$ cat config.mk
export PLATFORM = sky130hd
export DESIGN_NAME = imem_fetch_ctrl
export DESIGN_NICKNAME = d
export VERILOG_FILES = /design/src/rtl/imem_fetch_ctrl.sv
export SDC_FILE = /design/constraint.sdc
export NUM_CORES = 1
export LEC_CHECK = 0
export BUFFER_PORTS_ARGS = -buffer_cell sky130_fd_sc_hd__buf_2
export CORE_ASPECT_RATIO = 0.9
export CORE_MARGIN = 5
export CORE_UTILIZATION = 25
export CTS_CLUSTER_DIAMETER = 30
export DETAILED_ROUTE_END_ITERATION = 6
export HOLD_SLACK_MARGIN = 0.15
export PLACE_DENSITY = 0.47
export SYNTH_ARGS = -nofsm -noshare
export SYNTH_HDL_FRONTEND = slang
export SYNTH_SLANG_ARGS = --single-unit
$ cat constraint.sdc
create_clock -name clk -period 4.6 [get_ports clk]
set_input_delay 0.23 -clock clk [delete_from_list [all_inputs] [get_ports clk]]
set_output_delay 0.23 -clock clk [all_outputs]
set_load 0.005 [all_outputs]
$ cat src/rtl/imem_fetch_ctrl.sv
// Byte-serial instruction fetch sequencer that owns the single instruction-memory port.
// Define IMEM_LOADER_EN to include the boot-loader write path (LOAD state and write pointer).
module imem_fetch_ctrl #(
  parameter int          DEPTH    = 64,
  parameter logic [31:0] RESET_PC = 32'h0,
  localparam int         AW       = $clog2(DEPTH)
) (
  input  logic          clk,
  input  logic          rst_n,
  output logic [AW-1:0] mem_addr,
  input  logic [7:0]    mem_rdata,
  output logic          mem_we,
  output logic [7:0]    mem_wdata,
  input  logic          ld_valid,
  input  logic [7:0]    ld_data,
  output logic          ld_ready,
  input  logic          ld_done,
  input  logic          redirect,
  input  logic [31:0]   redirect_pc,
  output logic          instr_valid,
  input  logic          instr_ready,
  output logic [31:0]   instr,
  output logic [31:0]   instr_pc,
  output logic          misalign_err,
  output logic [1:0]    dbg_state
);

  // Handshakes: a byte/instruction transfers on a rising edge where valid and ready are
  // both high; instr_valid and its payload then hold until that edge or a redirect.
  typedef enum logic [1:0] {
    S_LOAD  = 2'd0,
    S_FETCH = 2'd1,
    S_HOLD  = 2'd2,
    S_ERR   = 2'd3
  } state_t;

`ifdef IMEM_LOADER_EN
  localparam state_t RESET_STATE = S_LOAD;
`else
  localparam state_t RESET_STATE = S_FETCH;
`endif

  state_t        state_q, state_d;
  logic [31:0]   pc_q, pc_d;
  logic [1:0]    k_q, k_d;
  logic [31:0]   instr_q, instr_d;
  logic [31:0]   instr_pc_q, instr_pc_d;
  logic          valid_q, valid_d;
  logic [AW-1:0] fetch_addr;

  // Only the low AW bits of pc+k reach the memory, so fetches wrap modulo DEPTH.
  assign fetch_addr = pc_q[AW-1:0] + AW'(k_q);

`ifdef IMEM_LOADER_EN
  logic [AW-1:0] wptr_q, wptr_d;

  always_ff @(posedge clk or negedge rst_n) begin
    if (!rst_n) wptr_q <= '0;
    else        wptr_q <= wptr_d;
  end
`else
  logic unused_ld;
  assign unused_ld = ^{ld_valid, ld_data, ld_done};
`endif

  always_ff @(posedge clk or negedge rst_n) begin
    if (!rst_n) begin
      state_q    <= RESET_STATE;
      pc_q       <= RESET_PC;
      k_q        <= 2'd0;
      instr_q    <= 32'h0;
      instr_pc_q <= 32'h0;
      valid_q    <= 1'b0;
    end else begin
      state_q    <= state_d;
      pc_q       <= pc_d;
      k_q        <= k_d;
      instr_q    <= instr_d;
      instr_pc_q <= instr_pc_d;
      valid_q    <= valid_d;
    end
  end

  always_comb begin
    state_d    = state_q;
    pc_d       = pc_q;
    k_d        = k_q;
    instr_d    = instr_q;
    instr_pc_d = instr_pc_q;
    valid_d    = valid_q;
    mem_addr   = fetch_addr;
    mem_we     = 1'b0;
    mem_wdata  = 8'h00;
    ld_ready   = 1'b0;
`ifdef IMEM_LOADER_EN
    wptr_d     = wptr_q;
`endif
    case (state_q)
`ifdef IMEM_LOADER_EN
      S_LOAD: begin
        ld_ready = 1'b1;
        mem_addr = wptr_q;
        if (ld_valid) begin
          mem_we    = 1'b1;
          mem_wdata = ld_data;
          wptr_d    = wptr_q + 1'b1;
        end
        if (ld_done) begin
          state_d = S_FETCH;
          pc_d    = RESET_PC;
          k_d     = 2'd0;
        end
      end
`endif
      S_FETCH: begin
        // Big-endian assembly: the k=0 byte ends up in bits 31:24 after four shifts.
        instr_d = {instr_q[23:0], mem_rdata};
        k_d     = k_q + 2'd1;
        if (k_q == 2'd3) begin
          instr_pc_d = pc_q;
          valid_d    = 1'b1;
          state_d    = S_HOLD;
        end
      end
      S_HOLD: begin
        if (instr_ready) begin
          pc_d    = pc_q + 32'd4;
          k_d     = 2'd0;
          valid_d = 1'b0;
          state_d = S_FETCH;
        end
      end
      S_ERR: valid_d = 1'b0;
      default: ;
    endcase

    // Redirect overrides everything above, including a same-cycle handshake's pc+4.
    if (redirect && (state_q == S_FETCH || state_q == S_HOLD)) begin
      valid_d    = 1'b0;
      instr_pc_d = instr_pc_q;
      if (redirect_pc[1:0] == 2'b00) begin
        pc_d    = redirect_pc;
        k_d     = 2'd0;
        state_d = S_FETCH;
      end else begin
        state_d = S_ERR;
      end
    end
  end

  assign instr        = instr_q;
  assign instr_pc     = instr_pc_q;
  assign instr_valid  = valid_q;
  assign misalign_err = (state_q == S_ERR);
  assign dbg_state    = state_q;

endmodule

==> impl_metrics.yaml, run 1 <==
finish:
  num-fill-cells: 1889
  final_cells: 795
  fin_nets: 608
  fin_area_um2: 6206
  antenna_cells: 0
  layout-drive-gt1-share: 0.3891
  multi_input_area_um2: 2029
  area.growth.synth_to_final_pct: 31.50
  seq_area_um2: 2529
timing:
  setup_ws_ps: 2247
  fin_crit_ps: 2353
  hold_viol_final: 0
  setup_viol: 0
  period_share: 0.5116
  timing.slew.headroom: 0.4836
  maxSlewViolCount: 0
  tns_ps: 0
  worstMarginPinSlew_ps: 774.6
  skew_ps: 11.77
  fmax_ghz: 0.4249
  rsz0062_at_grt: "false"
  holdWs_ps: 236.5
floorplan:
  die_h_um: 140.3
  die_w_um: 154.8
  io-pin-count: 138
  initial_core_util: 0.2556
  placementRows: 47
  die-area_um2: 21730
  coreArea_um2: 18470
pwr:
  p_switching_uw: 362.9
  comb_power_share: 0.038
  power.density_nw_per_um2: 277.5
  sequentialPowerShare: 0.515
  p_sw_frac: 0.2107
  cellLeakagePower_uw: 0.003117
  clock_power_share: 0.447
  peakVddDrop_mv: 0.1535
  p_int_uw: 1359
grt:
  grt_first_pass_wirelength_um: 18970
  grt_pass1_vias: 3484
  grt_max_degree: 66
  grt_usage: 0.1113
  grt.overflow.total: 0
  antenna_found_initial: 0
drt:
  drtPass1Iterations: 4
  viasPerCell: 4.264
  wirelength_um: 11690
  drc_errors: 0
  ant_nets: 0
  drtIter0Drc: 163
  vias: 3390
  drt-wirelength-per-cell_um: 14.71
yosys:
  yosys.cell_types.count: 41
  synth-seq-cells: 101
  synthCells: 393
  ys_seq_area_frac: 0.5358
  syn_avg_cell_area_um2: 12.01
  synth_area_um2: 4720
  yosysWarnings: 0
placement:
  port_buffers: 117
  place_ws_ps: 2246
  gp_congestion: 0.7333
  dpl_cell_area_um2: 5520
  place_inst: 740
  dpl.hpwl_um: 8305
clock_network:
  clock_latency_ps: 360
  cts_root_buf: "clkbuf_16"
  post_cts_buffers: 0
  cts_resized: 0
  cts_buffers: 9
  clkSlewWorstSetupHoldPaths_ps: 70
  cts_tree: "done"
  clock_path_buffers: 2
  clock_sinks: 101
  htree_levels: 3
setup_path:
  worstPathMaxFanout: 32
  startpoint_type: "flop"
  crit_path_end_kind: "flop"
  worstSetupPathType: "reg2reg"
  worstPathArrival_ps: 2590
  worstPathRequired_ps: 4830
worst_hold_path:
  hold_path_class: "in2reg"
flow_run:
  cap_violations: 0
status:
  status: "finished clean"
-- critical path, cell delays in order, from the launching register on --
cell and delay (ps):
dfstp_2 570, inv_1 70, ha_1 360, nand2_1 220, and3_1 190, buf_4 420
mux2_2 390
-- worst paths after layout --
check                             startpoint           end  slack (ps)  cells past startpoint
worst min-delay path                redirect  dbg_state[0]         240                      3
worst max register to register  dbg_state[0]  instr_pc[10]        2250                      6
max in group asynchronous              rst_n  instr_pc[28]        3030                      3
worst max-delay path            dbg_state[0]  instr_pc[10]        2250                      6
min in group asynchronous              rst_n  instr_pc[11]         400                      2
worst min register to register   instr_pc[1]   instr_pc[1]         490                      1
-- synthesized netlist by cell type, drive strengths merged --
| cell type | number | share of area |
|---|---|---|
| dfrtp | 100 | 0.53 |
| mux2 | 64 | 0.15 |
| nand2 | 44 | 0.035 |
| o21ai | 32 | 0.036 |
| buf | 25 | 0.032 |
| xnor2 | 25 | 0.046 |
| nand3 | 13 | 0.014 |
| inv | 10 | 0.0080 |
| nor3 | 9 | 0.0095 |
| ha | 8 | 0.021 |
| nand4 | 8 | 0.023 |
| nor2 | 8 | 0.0064 |
| nor4 | 8 | 0.017 |
| xor2 | 8 | 0.015 |
| and3 | 6 | 0.0082 |
| and4 | 3 | 0.0058 |
| clkbuf | 3 | 0.0024 |
| nor2b | 3 | 0.0040 |
| a21oi | 2 | 0.0021 |
| mux2i | 2 | 0.0042 |
| nand2b | 2 | 0.0027 |
| a21boi | 1 | 0.0016 |
| a32oi | 1 | 0.0019 |
| and2 | 1 | 0.0013 |
| conb | 1 | 0.00079 |
| dfstp | 1 | 0.0056 |
| fa | 1 | 0.0042 |
| nor4b | 1 | 0.0032 |
| o21a | 1 | 0.0016 |
| o41ai | 1 | 0.0019 |
| or2b | 1 | 0.0016 |
-- cell usage in the layout (no fill, tap or decap), types with 4 or more instances in the layout --
master / n
nand2_1: 44
dfrtp_1: 100
conb_1: 10
clkbuf_16: 9
mux2_2: 62
nor2_1: 8
nand4_1: 4
buf_4: 5
and3_1: 5
o21ai_0: 22
nand4_4: 4
ha_1: 8
nand3_1: 13
xnor2_1: 25
dlygate4sd3_1: 39
buf_2: 116
nor4_2: 5
o21ai_1: 7
inv_1: 10
nor3_1: 8
xor2_1: 8
-- routing by layer --
| layer | up-vias | track usage | wire, µm |
|---|---|---|---|
| met5 | - | 0 | 0 |
| met4 | 0 | 0.05576 | 291 |
| met3 | 17 | 0.02869 | 639 |
| met2 | 69 | 0.1739 | 5465 |
| met1 | 1656 | 0.1429 | 5297 |
| li1 | 1648 | - | - |
-- kinds of logic after synthesis --
family / Yosys count / share of synthesized area
compound gates: 38 / 0.04534
xor+xnor: 33 / 0.06124
fa+ha+maj: 9 / 0.02545
buf+inv: 38 / 0.04242
flops: 101 / 0.5358
mux: 66 / 0.1569
other cells: 1 / 0.0007946
simple gates: 107 / 0.1320
-- stage by stage --
stage	power, µW	util
5_1_grt	1797	0.3361
3_5_place_dp	946.4	0.2990
3_3_place_gp	945.7	0.2990
4_1_cts	1758	0.3361
6_report	1722	0.3361
2_1_floorplan	913.2	-
-- state kept, by name, summed over array words and instances (netlist names) --
register	cells
instr_pc	32
dbg_state	2
instr_valid	1
k_q	2
instr	32
pc_q	32
-- power by group through the flow --
stage / combinational, µW / sequential [µW] / clock, µW
2_1_floorplan: 8.30 / 905 / 0
3_3_place_gp: 41.0 / 905 / 0
3_5_place_dp: 41.8 / 905 / 0
4_1_cts: 67.9 / 887 / 802
5_1_grt: 75.3 / 887 / 835
6_report: 65.3 / 888 / 769
-- final cells by class --
class | count | area share
Tap cell | 245 | 0.04940
Clock buffer | 12 | 0.03972
Timing Repair Buffer | 160 | 0.1625
Inverter | 10 | 0.006048
Sequential cell | 101 | 0.4075
Clock inverter | 4 | 0.007863
Multi-Input combinational cell | 263 | 0.3270
-- what timing repair did --
action | in CTS | in global routing
hold buffers | 39 | 0
hold endpoints to repair | 78 | 0
endpoints found under the setup margin | 0 | 0
No activity file was read; power rests on OpenSTA's default activity.
==> run 2: changes to the inputs <==
Clock period 4.6 ns to 2.44 ns, I/O delays scaled along.
==> impl_metrics.yaml, run 2 (synthesized netlist as in run 1, its figures left out) <==
timing:
  skew_ps: 5.819
  holdWs_ps: 252.0
  timing.slew.headroom: 0.5995
  setup_ws_ps: 377.9
  maxSlewViolCount: 0
  fin_crit_ps: 2062
  setup_viol: 0
  rsz0062_at_grt: "false"
  worstMarginPinSlew_ps: 600.7
  period_share: 0.8451
  fmax_ghz: 0.4850
  tns_ps: 0
  hold_viol_final: 0
setup_path:
  cp_top_family: "simple AND/OR/NAND/NOR gates"
  worstPathMaxFanout: 8
  worstPathRequired_ps: 2660
  startpoint_type: "flop"
  worstPathArrival_ps: 2280
  regToRegStartpoint: "dbg_state[0]"
  path_buf_inv: 1
  ff2ff_path_depth: 7
  path_cells: "inv_1, ha_1, and3_1, nand3_1, nor3_1, xnor2_1, o21ai_0"
  worstSetupPathType: "reg2reg"
  reg2reg_slack_ps: 380
  slowest_delay_ps: 410
  timing.rr.end: "pc_q[16]"
  crit_path_end_kind: "flop"
  cp_slowest_cell: "and3_1"
drt:
  dr_wl_met3_um: 600
  drc_errors: 0
  dr_wl_met2_um: 5663
  drtIter0Drc: 105
  vias: 3411
  drtPass1Iterations: 4
  m1WireLength_um: 5354
  wirelength_um: 11830
  ant_nets: 0
  viasPerCell: 4.274
  highest-signal-layer: "met4"
  drt-wirelength-per-cell_um: 14.83
status:
  status: "finished clean"
clock_network:
  cts_buffers: 9
  cts_tree: "done"
  clkSlewWorstSetupHoldPaths_ps: 70
  htree_levels: 3
  cts_root_buf: "clkbuf_16"
  clock_latency_ps: 340
  clock_path_buffers: 2
  post_cts_buffers: 0
  clock_sinks: 101
worst_hold_path:
  hold_path_depth: 4
  hp-start: "instr_ready"
  hold-path-endpoint: "pc_q[4]"
  hold_path_class: "in2reg"
floorplan:
  io-pin-count: 138
  placementRows: 47
  coreArea_um2: 18470
  die_w_um: 154.8
  die_h_um: 140.3
  initial_core_util: 0.2556
  die-area_um2: 21730
flow_run:
  cap_violations: 0
finish:
  antenna_cells: 0
  final_cells: 798
  num-fill-cells: 1907
  fin_nets: 611
  layout-drive-gt1-share: 0.3906
  final_common_cell: "buf_2"
  area.growth.synth_to_final_pct: 32.79
  layout_common_cells: "buf_2, dfrtp_1, mux2_2"
grt:
  grt_first_pass_wirelength_um: 19440
  grt_max_degree: 66
  grt.overflow.total: 0
  grt_pass1_vias: 3685
  antenna_found_initial: 0
  grt_usage: 0.1124
placement:
  gp_congestion: 0.7429
  dpl.hpwl_um: 8417
  port_buffers: 117
  place_inst: 742
  place_ws_ps: 337.2
pwr:
  power.density_nw_per_um2: 519.0
  power_uw: 3253
  cellLeakagePower_uw: 0.003137
  peakVddDrop_mv: 0.3039
[run 2: changes by cell type in the layout (fill, tap and decap cells not counted)]
cell           change
buf_4              -1
buf_12             +3
clkinv_4           -1
dlygate4sd3_1      +1
clkinvlp_4         +1
[run 2: stage by stage]
step                area, µm²    util
finish                   6267  0.3394
detailed placement       5573  0.3018
floorplan                4753       -
global route             6267  0.3394
CTS                      6267  0.3394
global placement         5573  0.3018
[run 2: worst max-delay path by stage]
stage,to,depth (start not counted),start
2_1_floorplan,instr_pc[0],7,dbg_state[0]
3_3_place_gp,pc_q[16],7,dbg_state[0]
3_5_place_dp,pc_q[22],7,dbg_state[0]
4_1_cts,pc_q[22],7,dbg_state[0]
5_1_grt,pc_q[16],7,dbg_state[0]
6_report,pc_q[16],7,dbg_state[0]
[run 2: cell type report]
class | count | area [µm²] | share of cell area
clock buffers | 12 | 246.5 | 0.03933
clock inverters | 4 | 47.55 | 0.007586
inverters | 10 | 37.54 | 0.005989
multi-input cells | 263 | 2029 | 0.3238
flip-flops and latches | 101 | 2529 | 0.4035
well taps | 245 | 306.5 | 0.04891
repair buffers | 163 | 1071 | 0.1709
[run 2: metal layers]
layer | vias up | GRT usage
li1 | 1654 | -
met1 | 1671 | 0.1422
met2 | 72 | 0.1861
met3 | 14 | 0.02992
met4 | 0 | 0.03857
met5 | - | 0
[run 2: worst register-to-register path, cell delays in order, from the launching register on]
cell	delay, ps
dfstp_2	390
inv_1	80
ha_1	160
and3_1	410
nand3_1	370
nor3_1	290
xnor2_1	160
o21ai_0	90
[run 2: power breakdown]
| group | leakage (µW) | switching, µW | internal (µW) |
|---|---|---|---|
| clock network | 0.000143 | 630 | 822 |
| logic | 0.00160 | 58.0 | 69.9 |
| registers | 0.00140 | 0 | 1670 |
| total | 0.00314 | 688 | 2560 |
[run 2: repair_timing]
action	CTS	global route
hold buffers	40	0
endpoints found under the hold margin	81	0
resized for setup	0	0
==> run 3: changes to the inputs <==
Settings changed: ABC_AREA from default to 1, PLACE_DENSITY 0.47 to 0.46.
Clock period 2.44 ns to 1.9 ns, I/O delays scaled along.
==> impl_metrics.yaml, run 3 <==
floorplan:
  placementRows: 48
  initial_core_util: 0.2550
  die-area_um2: 22510
  die_h_um: 142.8
  io-pin-count: 138
  coreArea_um2: 19220
  die_w_um: 157.6
clock_network:
  cts_root_buf: "clkbuf_16"
  clock_latency_ps: 360
  clock_path_buffers: 2
  clock_sinks: 101
  htree_levels: 3
  clkSlewWorstSetupHoldPaths_ps: 70
  cts_tree: "done"
  cts_buffers: 9
yosys:
  synth_ff_type: "dfrtp_1"
  syn_avg_cell_area_um2: 8.613
  yosysTopAreaCellShare: 0.5106
  synth_area_leaders: "dfrtp_1, nand2_1, o21ai_0, inv_1, nor2_1"
  async_flop_share: 1.000
  synthCells: 569
  yosysWarnings: 0
  synth_common_cells: "nand2_1, dfrtp_1, inv_1, o21ai_0, nor2_1"
  synth_edf_count: 0
  yosys.cell_types.count: 35
  ys_seq_area_frac: 0.5160
  yosys.area.top_type: "dfrtp_1"
  synth_area_um2: 4901
  synth_most_common_cell: "nand2_1"
  synth-seq-cells: 101
grt:
  grt.overflow.total: 0
  grt_first_pass_wirelength_um: 21880
  grt_pass1_vias: 4192
  grt_max_degree: 48
  grt_usage: 0.1229
  antenna_found_initial: 1
finish:
  antenna_cells: 0
  seq_area_um2: 2529
  multi_input_area_um2: 2004
  final_common_cell: "nand2_1"
  area.growth.synth_to_final_pct: 34.52
  fin_nets: 800
  num-fill-cells: 2034
  layout_common_cells: "nand2_1, buf_2, dfrtp_1"
  layout-drive-gt1-share: 0.2591
  fin_area_um2: 6593
drt:
  drt-wirelength-per-cell_um: 13.41
  viasPerCell: 4.164
  wirelength_um: 13290
  drtIter0Drc: 152
  drc_errors: 0
  vias: 4127
  drtPass1Iterations: 4
  ant_nets: 0
timing:
  maxSlewViolCount: 0
  hold_viol_final: 0
  setup_ws_ps: 98.21
  setup_viol: 0
  skew_ps: 9.606
  fin_crit_ps: 1802
  fmax_ghz: 0.5550
  period_share: 0.9483
placement:
  place_ws_ps: 160.8
  dpl.hpwl_um: 9882
  port_buffers: 117
  dpl_cell_area_um2: 5857
  gp_congestion: 0.7619
worst_hold_path:
  hold_path_class: "in2async"
setup_path:
  worstPathMaxFanout: 2
  worstPathArrival_ps: 1710
  timing.rr.end: "pc_q[11]"
  startpoint: "k_q[0]"
  worstPathRequired_ps: 1800
  worstSetupPathType: "reg2out"
  startpoint_type: "flop"
  reg2reg_slack_ps: 180
  ff2ff_path_depth: 8
  regToRegStartpoint: "dbg_state[0]"
  crit_path_end_kind: "output port"
pwr:
  power_uw: 9333
  cellLeakagePower_uw: 0.003356
  power.density_nw_per_um2: 1416
  peakVddDrop_mv: 0.5530
flow_run:
  cap_violations: 0
status:
  status: "finished clean"
==> run 3: changes by cell type in the layout (fill, tap and decap cells not counted), moves of 5 or more <==
| cell | before | now |
|---|---|---|
| a21oi_1 | 2 | 28 |
| buf_4 | 4 | 18 |
| inv_1 | 10 | 63 |
| mux2_2 | 62 | 7 |
| nand2_1 | 44 | 120 |
| nand2_2 | 0 | 5 |
| nor2_1 | 8 | 56 |
| nor2_2 | 0 | 7 |
| nor2_4 | 0 | 5 |
| nor4_2 | 5 | 0 |
| o21ai_0 | 22 | 63 |
| o21ai_1 | 7 | 1 |
| xnor2_1 | 25 | 1 |
| xor2_1 | 8 | 24 |
==> run 3: power by group <==
part	internal, µW	switching (µW)	total, µW	leakage [µW]
registers	3060	658	3710	0.00127
logic	1540	2080	3620	0.00194
clock network	1150	848	2000	0.000145
total	5750	3580	9330	0.00336
==> run 3: cells by family (layout without fill, tap and decap cells) <==
kind of cell | Yosys count | count (layout) | synth area share
buf+inv | 97 | 260 | 0.08450
flops | 101 | 101 | 0.5160
simple gates | 232 | 232 | 0.2116
xor+xnor | 25 | 25 | 0.04468
other cells | 1 | 10 | 0.0007652
mux | 7 | 7 | 0.01608
compound gates | 97 | 97 | 0.1019
fa+ha+maj | 9 | 9 | 0.02451
==> run 3: worst max-delay path, stage by stage, from the launching register on <==
cell     delay [ps]
dfrtp_1         360
ha_2            190
inv_1            50
fa_2            350
nor2_2          100
xor2_1          170
buf_2           140
==> run 3: how the worst max path moves through the flow <==
stage / end / slack [ps] / cells past startpoint
after floorplan: instr_pc[13] / 50 / 6
after global placement: pc_q[8] / 140 / 8
after global routing: mem_addr[4] / -20 / 6
after detailed placement: pc_q[12] / 160 / 8
after CTS: mem_addr[4] / 50 / 6
final: mem_addr[4] / 100 / 6
==> run 3: layout make-up <==
class                   count  share of cell area
clock inverters             5             0.01272
inverters                  68             0.03910
clock buffers              10             0.03473
flip-flops and latches    101              0.3836
well taps                 250             0.04745
multi-input cells         380              0.3040
repair buffers            177              0.1784
==> run 3: per-layer routing <==
layer  part of all wire  GRT usage  vias up
li1                   -          -     2119
met1               0.49     0.1696     1890
met2               0.44     0.1918      105
met3              0.061    0.03485       11
met4              0.010    0.02988        2
met5            0.00098          0        -
==> run 3: metrics by stage <==
step                hold slack (ps)  utilization  setup TNS, ps  instances
detailed placement            50.50       0.3048              0        934
global route                  222.9       0.3430         -17.04        991
global placement              53.13       0.3048              0        934
finish                        208.1       0.3430              0        991
floorplan                    -200.6            -              0        578
CTS                           210.9       0.3424              0        990
==> run 3: timing repair <==
action                                  in CTS  in global routing
hold buffers                                40                  0
resized for setup                            1                  2
endpoints found under the setup margin       1                  1
hold endpoints to repair                   139                  0
setup buffers                                1                  1
pin swaps                                    1                  0
